**src/rtl/stream_mux.sv**
```systemverilog
// Registered N-to-1 stream multiplexer. The channel is chosen either by a fixed
// select or by a round-robin arbiter, and the result feeds a one-deep output register.
module stream_mux #(
    parameter int WIDTH    = 4,
    parameter int CHANNELS = 4,
    localparam int SEL_W   = (CHANNELS > 2) ? $clog2(CHANNELS) : 1
) (
    input  logic                      clk,
    input  logic                      rst,
    input  logic                      mode,
    input  logic [SEL_W-1:0]          sel,
    input  logic [CHANNELS*WIDTH-1:0] in_data,
    input  logic [CHANNELS-1:0]       in_valid,
    output logic [CHANNELS-1:0]       in_ready,
    output logic [WIDTH-1:0]          out_data,
    output logic                      out_valid,
    input  logic                      out_ready,
    output logic [SEL_W-1:0]          out_ch
);

    logic             load_en;
    logic             grant_vld;
    logic [SEL_W-1:0] grant_idx;
    logic [SEL_W-1:0] ptr;

    assign load_en = !out_valid || out_ready;

    always_comb begin
        grant_vld = 1'b0;
        grant_idx = '0;
        if (!mode) begin
            if (int'(sel) < CHANNELS) begin
                if (in_valid[sel]) begin
                    grant_vld = 1'b1;
                    grant_idx = sel;
                end
            end
        end else begin
            // Scan from farthest to nearest so the candidate closest after ptr wins.
            for (int i = CHANNELS; i >= 1; i--) begin
                if (in_valid[(int'(ptr) + i) % CHANNELS]) begin
                    grant_vld = 1'b1;
                    grant_idx = SEL_W'((int'(ptr) + i) % CHANNELS);
                end
            end
        end
    end

    always_comb begin
        in_ready = '0;
        if (load_en && grant_vld && !rst) in_ready[grant_idx] = 1'b1;
    end

    always_ff @(posedge clk) begin
        if (rst) begin
            out_valid <= 1'b0;
            out_data  <= '0;
            out_ch    <= '0;
            ptr       <= SEL_W'(CHANNELS - 1);
        end else if (load_en) begin
            if (grant_vld) begin
                out_valid <= 1'b1;
                out_data  <= in_data[int'(grant_idx)*WIDTH +: WIDTH];
                out_ch    <= grant_idx;
                if (mode) ptr <= grant_idx;
            end else begin
                out_valid <= 1'b0;
            end
        end
    end

endmodule

```
**config.mk**
```make
export PLATFORM = sky130hd
export DESIGN_NAME = stream_mux
export DESIGN_NICKNAME = d
export VERILOG_FILES = /design/src/rtl/stream_mux.sv
export SDC_FILE = /design/constraint.sdc
export NUM_CORES = 1
export LEC_CHECK = 0
export CELL_PAD_IN_SITES_DETAIL_PLACEMENT = 1
export CELL_PAD_IN_SITES_GLOBAL_PLACEMENT = 1
export CORE_AREA = 2 2 55 57
export DETAILED_ROUTE_END_ITERATION = 7
export DIE_AREA = 0 0 57 59
export GPL_ROUTABILITY_DRIVEN = 0
export PLACE_DENSITY = 0.74
export SYNTH_ARGS = -nofsm -noshare
export SYNTH_HDL_FRONTEND = slang
export SYNTH_SLANG_ARGS = --single-unit
export TNS_END_PERCENT = 10
```
**constraint.sdc**
```tcl
create_clock -name clk -period 2.4 [get_ports clk]
set_input_delay 0.6 -clock clk [delete_from_list [all_inputs] [get_ports clk]]
set_output_delay 0.6 -clock clk [all_outputs]
set_load 0.03 [all_outputs]
```
==> flow_metrics.py, run 1 <==
metrics = {
    "die": {
        "start_util": 0.2636,
        "die-height_um": 59,
        "die_area_sq_mm": 0.003363,
        "die_x_um": 57,
        "rows": 19,
        "fp.coreArea_sq_mm": 0.002710,
        "io_pins": 37,
    },
    "power_and_ir_drop": {
        "power_frac_clock": 0.193,
        "total_leakage_power_nw": 0.5520,
        "power.density_mw_per_mm2": 431.3,
        "p_sw_w": 0.0002020,
        "p_int_w": 0.0003862,
        "p_total_w": 0.0005882,
        "swShare": 0.3434,
        "seq_power_share": 0.307,
        "ir_drop_mv": 0.3300,
        "comb_power_share": 0.500,
    },
    "yosys": {
        "ys_ff_latch": 9,
        "yosys_warnings": 0,
        "syn-num-nets": 101,
        "seq_area_frac_synth": 0.2522,
        "async_flop_share": 0,
        "syn_area_per_cell_sq_um": 9.526,
        "synthCells": 75,
        "synth_cell_types": 29,
        "synth_edf_count": 0,
        "syn_area_sq_um": 714.4,
        "synth_flop_cell": "dfxtp_1",
    },
    "place": {
        "dpl_cell_area_sq_mm": 0.001192,
        "portBuffers": 36,
        "hpwlAfterDp_um": 1886,
    },
    "setup_path": {
        "critical_path_class": "in2out",
        "worstPathArrival_ns": 1.85,
        "cp_max_fo": 3,
        "reg2regPathDepth": 7,
        "worst_setup_path_end_kind": "output pin",
        "critPathLaunchType": "primary input",
        "ff2ff_setup_slack_ns": 0.44,
        "cp.required_ns": 1.80,
    },
    "global_route": {
        "antenna_found_initial": 0,
        "grt_max_degree": 10,
        "grt_use_total": 0.1574,
        "grt.met1_usage": 0.1885,
        "use_met2": 0.2857,
        "use_met3": 0.03493,
        "busiest_layer": "met2",
        "grt_first_pass_wirelength_um": 4195,
        "grt.overflow.total": 0,
        "grt_pass1_vias": 897,
    },
    "cts": {
        "insertion_delay_ns": 0.25,
        "ctsHoldBuffers": 0,
        "cts.sinks": 9,
        "cts_tree": "yes",
        "htree_num_levels": 1,
        "cts_buffer_depth": 2,
        "root_buffer": "clkbuf_4",
        "cts_inserted_buffers": 3,
        "clk_pin_slew_ns": 0.06,
    },
    "finish": {
        "final_cell_mix": "24 x clkdlybuf4s50_1, 17 x buf_4, 11 x mux2i_1, 8 x dfxtp_1, 6 x nand3b_1",
        "area_growth_pct": 90.89,
        "stdcell_area_sq_mm": 0.001364,
        "antennaDiodeCount": 0,
        "fin_nets": 155,
        "mostFrequentLayoutCell": "clkdlybuf4s50_1",
        "finish.utilization": 0.5032,
        "drive_above_1_share": 0.4531,
    },
    "detailed_routing": {
        "drc": 0,
        "num_vias": 831,
        "drtAntennaViolNets": 0,
        "viasPerCell": 5.226,
        "dr.pass1.iters": 4,
        "drt-total-wl_um": 2487,
        "wire_per_inst_um": 15.64,
        "drtIter0Drc": 21,
    },
    "status": {
        "status": "finished, violations left",
        "violations": "negative setup slack",
    },
    "run": {
        "cap_violations": 0,
    },
    "worst_hold_path": {
        "hold_class": "reg2reg",
        "min_path_cells": 2,
    },
    "timing": {
        "tightest_slew_ns": 0.3534,
        "rsz0062_at_grt": "true",
        "worst_slack_ns": -0.04889,
        "setup_violations": 4,
        "drv_slew": 0,
        "clock.fmax_mhz": 408.3,
        "finClkSkew_ns": 0.001908,
        "period_share": 1.020,
        "finalSetupTns_ns": -0.1461,
        "whs_ns": 0.5215,
        "min_period_ns": 2.449,
        "slew_headroom": 0.7637,
        "report.final.hold_viol_count": 0,
    },
}
through the flow:
step                setup WS [ns]  instances
CTS                      -0.09989        157
floorplan                -0.03014         75
detailed placement        -0.5534        150
global route              -0.1053        159
finish                   -0.04889        159
global placement          -0.4994        150
kinds of logic after synthesis:
kind of cell | share of synthesized area
AO/OA/AOI/OAI | 0.2539
buffers and inverters | 0.05428
flip-flops | 0.2522
multiplexers | 0.2031
AND/OR/NAND/NOR | 0.2364
power groups by stage:
stage,clock [W],sequential (W),combinational [W]
final,0.000114,0.000180,0.000294
after global routing,0.000130,0.000183,0.000314
after detailed placement,0,0.000182,0.000259
after floorplan,0,0.000203,0.000122
after CTS,0.000121,0.000179,0.000272
after global placement,0,0.000181,0.000254
worst paths after layout:
path	end	startpoint
worst max-delay path	in_ready[0]	sel[0]
worst min-delay path	out_data[3]	out_data[3]
worst max register to register	out_data[0]	ptr[1]
worst min register to register	out_data[3]	out_data[3]
per-layer routing:
layer | share of wire | wire (um)
met5 | 0 | 0
met4 | 0 | 0
met3 | 0.061 | 152
met2 | 0.53 | 1329
met1 | 0.40 | 1005
Yosys cell counts, types with 2 or more instances:
| master | instances | area (sq um) |
|---|---|---|
| nor2_1 | 5 | 18.77 |
| nand3b_1 | 6 | 45.04 |
| and3_1 | 2 | 12.51 |
| a211o_1 | 2 | 17.52 |
| nor2b_1 | 2 | 12.51 |
| nand2_1 | 4 | 15.01 |
| or3_4 | 2 | 22.52 |
| mux2i_1 | 13 | 130.1 |
| inv_1 | 2 | 7.510 |
| nand2b_1 | 2 | 12.51 |
| a21oi_1 | 4 | 20.02 |
| nor4_1 | 2 | 12.51 |
| dfxtp_1 | 9 | 180.2 |
| buf_6 | 2 | 22.52 |
| o221ai_2 | 4 | 60.06 |
sequential cells by signal, summed over array words and instances (netlist names):
| register | count |
|---|---|
| out_data | 4 |
| out_ch | 2 |
| ptr | 2 |
| out_valid | 1 |
layout make-up:
type	instances	area [sq um]
inverter	2	7.507
fill	306	1346
timing repair buffer	53	495.5
tap	31	38.79
clock buffer	4	26.28
multi-input combinational	60	614.3
sequential	9	181.4
worst max-delay path: stages:
cell,delay (ns)
buf_12,0.11
mux2i_4,0.18
nor3b_4,0.25
o31ai_4,0.12
buf_6,0.15
nor4_4,0.23
buf_4,0.19
repair_timing:
item                                    4_1_cts  5_1_grt
setup buffers                                 3        2
gates cloned                                  0        0
pin swaps                                     6        5
gates resized for setup                      36       27
endpoints found under the setup margin        8        4
(Power assumes the default switching activity.)
==> run 2: changes to the inputs <==
--- a/config.mk
+++ b/config.mk
@@ -12,6 +12,7 @@
 export DIE_AREA = 0 0 57 59
 export GPL_ROUTABILITY_DRIVEN = 0
 export PLACE_DENSITY = 0.74
+export RECOVER_POWER = 25
 export SYNTH_ARGS = -nofsm -noshare
 export SYNTH_HDL_FRONTEND = slang
 export SYNTH_SLANG_ARGS = --single-unit
==> results of run 2 <==
The final DEF is identical to that of run 1; final timing and power are the same.
==> run 3: changes to the inputs <==
--- a/config.mk
+++ b/config.mk
@@ -5,13 +5,14 @@
 export SDC_FILE = /design/constraint.sdc
 export NUM_CORES = 1
 export LEC_CHECK = 0
+export ABC_AREA = 1
 export CELL_PAD_IN_SITES_DETAIL_PLACEMENT = 1
 export CELL_PAD_IN_SITES_GLOBAL_PLACEMENT = 1
-export CORE_AREA = 2 2 55 57
+export CORE_AREA = 2 2 60 62
 export DETAILED_ROUTE_END_ITERATION = 7
-export DIE_AREA = 0 0 57 59
+export DIE_AREA = 0 0 62 64
 export GPL_ROUTABILITY_DRIVEN = 0
-export PLACE_DENSITY = 0.74
+export PLACE_DENSITY = 0.77
 export RECOVER_POWER = 25
 export SYNTH_ARGS = -nofsm -noshare
 export SYNTH_HDL_FRONTEND = slang
==> flow_metrics.py, run 3 <==
metrics = {
    "cts": {
        "insertion_delay_ns": 0.26,
        "cts_buffer_depth": 2,
        "ctsHoldBuffers": 0,
        "cts.sinks": 9,
        "cts_tree": "yes",
        "root_buffer": "clkbuf_4",
        "htree_num_levels": 1,
        "cts_inserted_buffers": 3,
        "clk_pin_slew_ns": 0.06,
    },
    "yosys": {
        "seq_area_frac_synth": 0.2057,
        "synth_top_area_share": 0.2057,
        "synth_top_area_cell": "dfxtp_1",
        "async_flop_share": 0,
        "synth_cell_types": 19,
        "synth_edf_count": 0,
        "yosysMostFrequentCell": "nand2_1",
        "synth_flop_cell": "dfxtp_1",
        "ys_ff_latch": 9,
        "synthTopCellsByCount": "41 x nand2_1, 29 x nand3_1, 20 x inv_1, 11 x o21ai_0, 10 x nor2_1",
        "yosys_warnings": 0,
        "syn_area_sq_um": 875.8,
        "syn-num-nets": 178,
        "syn_area_per_cell_sq_um": 5.762,
        "synth.area.top_cells": "dfxtp_1 21%, nand2_1 18%, nand3_1 17%, inv_1 8.6%, o21ai_0 6.3%",
        "synthCells": 152,
    },
    "setup_path": {
        "slowest_delay_ns": 0.19,
        "cp.required_ns": 1.80,
        "cp_max_fo": 4,
        "critPathLaunchType": "primary input",
        "crit_slowest_cell": "o21ai_1",
        "worstPathArrival_ns": 1.97,
        "critical_path_class": "in2out",
        "path_cells": "buf_2, inv_2, nand2_1, o21ai_0, o21ai_1, buf_4, nand2_1, nand2_2, nand2_4, buf_6, nor3_4, buf_6",
        "worst_setup_path_end_kind": "output pin",
    },
    "place": {
        "dp.cells": 250,
        "portBuffers": 36,
        "hpwlAfterDp_um": 2777,
    },
    "finish": {
        "fin_nets": 248,
        "n_fill_cell": 429,
        "largest_reg_flops": 4,
        "finalNonFillerCells": 267,
        "reg.largest.list": "out_data: 4 flops, out_ch: 2 flops, ptr: 2 flops",
        "finish.utilization": 0.5192,
        "mostFrequentLayoutCell": "buf_4",
        "area_growth_pct": 94.71,
        "multi_input_comb_area_sq_um": 735.7,
        "antennaDiodeCount": 0,
        "final_cell_mix": "33 x buf_4, 25 x nand3_1, 25 x clkdlybuf4s50_1, 18 x nand2_2, 18 x nand2_1",
        "seqCellArea_sq_um": 185.2,
        "top_register": "out_data",
        "drive_above_1_share": 0.4434,
    },
    "timing": {
        "period_share": 1.069,
        "report.final.hold_viol_count": 0,
        "clock.fmax_mhz": 389.8,
        "finClkSkew_ns": 0.002738,
        "tightest_slew_ns": 0.3182,
        "finalSetupTns_ns": -0.6320,
        "rsz0062_at_grt": "true",
        "slew_headroom": 0.7872,
        "drv_slew": 0,
        "worst_slack_ns": -0.1655,
        "whs_ns": 0.4875,
        "setup_violations": 4,
        "min_period_ns": 2.566,
    },
    "power_and_ir_drop": {
        "comb_power_share": 0.672,
        "total_leakage_power_nw": 0.8541,
        "power.density_mw_per_mm2": 555.0,
        "p_int_w": 0.0005145,
        "p_total_w": 0.0009465,
        "p_sw_w": 0.0004320,
        "ir_drop_mv": 0.2913,
        "power_frac_clock": 0.125,
        "swShare": 0.4564,
        "seq_power_share": 0.204,
    },
    "global_route": {
        "grt_pass1_vias": 1372,
        "grt_first_pass_wirelength_um": 6203,
        "grt_use_total": 0.2080,
        "antenna_found_initial": 0,
        "grt.overflow.total": 0,
        "grt_max_degree": 14,
    },
    "die": {
        "fp.coreArea_sq_mm": 0.003284,
        "rows": 21,
        "die_x_um": 62,
        "die-height_um": 64,
        "io_pins": 37,
        "die_area_sq_mm": 0.003968,
        "start_util": 0.2667,
    },
    "detailed_routing": {
        "drc": 0,
        "drt-total-wl_um": 4154,
        "drtIter0Drc": 49,
        "dr.pass1.iters": 4,
        "drtAntennaViolNets": 0,
        "viasPerCell": 4.779,
        "num_vias": 1276,
        "wire_per_inst_um": 15.56,
    },
    "status": {
        "violations": "negative setup slack",
        "status": "finished, violations left",
    },
    "worst_hold_path": {
        "hold_class": "reg2reg",
    },
    "run": {
        "cap_violations": 0,
    },
}
==> run 3: cell types whose count changed in the layout (fill, tap and decap cells not counted), sizes merged, moves of 3 or more <==
cell,delta
nand3,+31
a21oi,+3
o21ai,+11
nor2,+5
nor3,+3
o221ai,-5
nand3b,-6
inv,+23
mux2i,-13
buf,+15
nand2,+45
==> run 3: cells by family (layout without fill, tap and decap cells) <==
| group | count (synthesis) | count (layout) | share of synthesized area |
|---|---|---|---|
| AOI/OAI and AO/OA | 19 | 19 | 0.1214 |
| and+or+nand+nor | 96 | 96 | 0.5129 |
| DFF | 9 | 9 | 0.2057 |
| buffers and inverters | 28 | 97 | 0.1600 |
==> run 3: path summary, 6_finish.rpt <==
| path | from | endpoint | slack [ns] | cells past startpoint |
|---|---|---|---|---|
| setup / recovery | in_valid[1] | in_ready[1] | -0.17 | 12 |
| hold / removal | out_ch[0] | out_ch[0] | 0.49 | 2 |
| setup reg to reg | ptr[0] | out_data[0] | 0.37 | 17 |
| hold reg to reg | out_ch[0] | out_ch[0] | 0.49 | 2 |
==> run 3: worst max-delay path, delay by kind of cell <==
kind | cells | cell delay (ns)
buffers and inverters | 5 | 0.61
and+or+nand+nor | 5 | 0.47
AOI/OAI and AO/OA | 2 | 0.28
==> run 3: cell type report <==
cell class                 instances  area share
clock buffer                       4     0.01541
inverter                          25     0.06383
multi-input combinational        115      0.4314
sequential                         9      0.1086
tap                               46     0.03375
timing repair buffer              68      0.3470
==> run 3: repair_timing <==
item                       in CTS  in global routing
buffers inserted               10                  4
gates resized for setup        63                 22
pin swaps                      20                 15
setup endpoints to repair       4                  4
==> run 3: power by group through the flow <==
stage	Clock [W]	Sequential (W)	Combinational, W
after floorplan	0	0.000218	0.000252
after global placement	0	0.000186	0.000475
after detailed placement	0	0.000188	0.000496
after CTS	0.000123	0.000192	0.000553
after global routing	0.000132	0.000194	0.000686
final	0.000118	0.000193	0.000636
==> run 3: metal layers <==
metal | vias up | track usage | part of all wire
met5 | - | 0 | 0
met4 | 0 | 0.03989 | 0.026
met3 | 10 | 0.03239 | 0.028
met2 | 34 | 0.3997 | 0.56
met1 | 607 | 0.2273 | 0.39
li1 | 625 | - | -
==> run 3: through the flow <==
step / instance area [sq um] / worst slack, ns
6_report: 1705 / -0.1655
3_5_place_dp: 1438 / -0.5466
5_1_grt: 1705 / -0.2835
3_3_place_gp: 1438 / -0.4676
4_1_cts: 1594 / -0.1089
2_1_floorplan: 895.9 / -0.05608
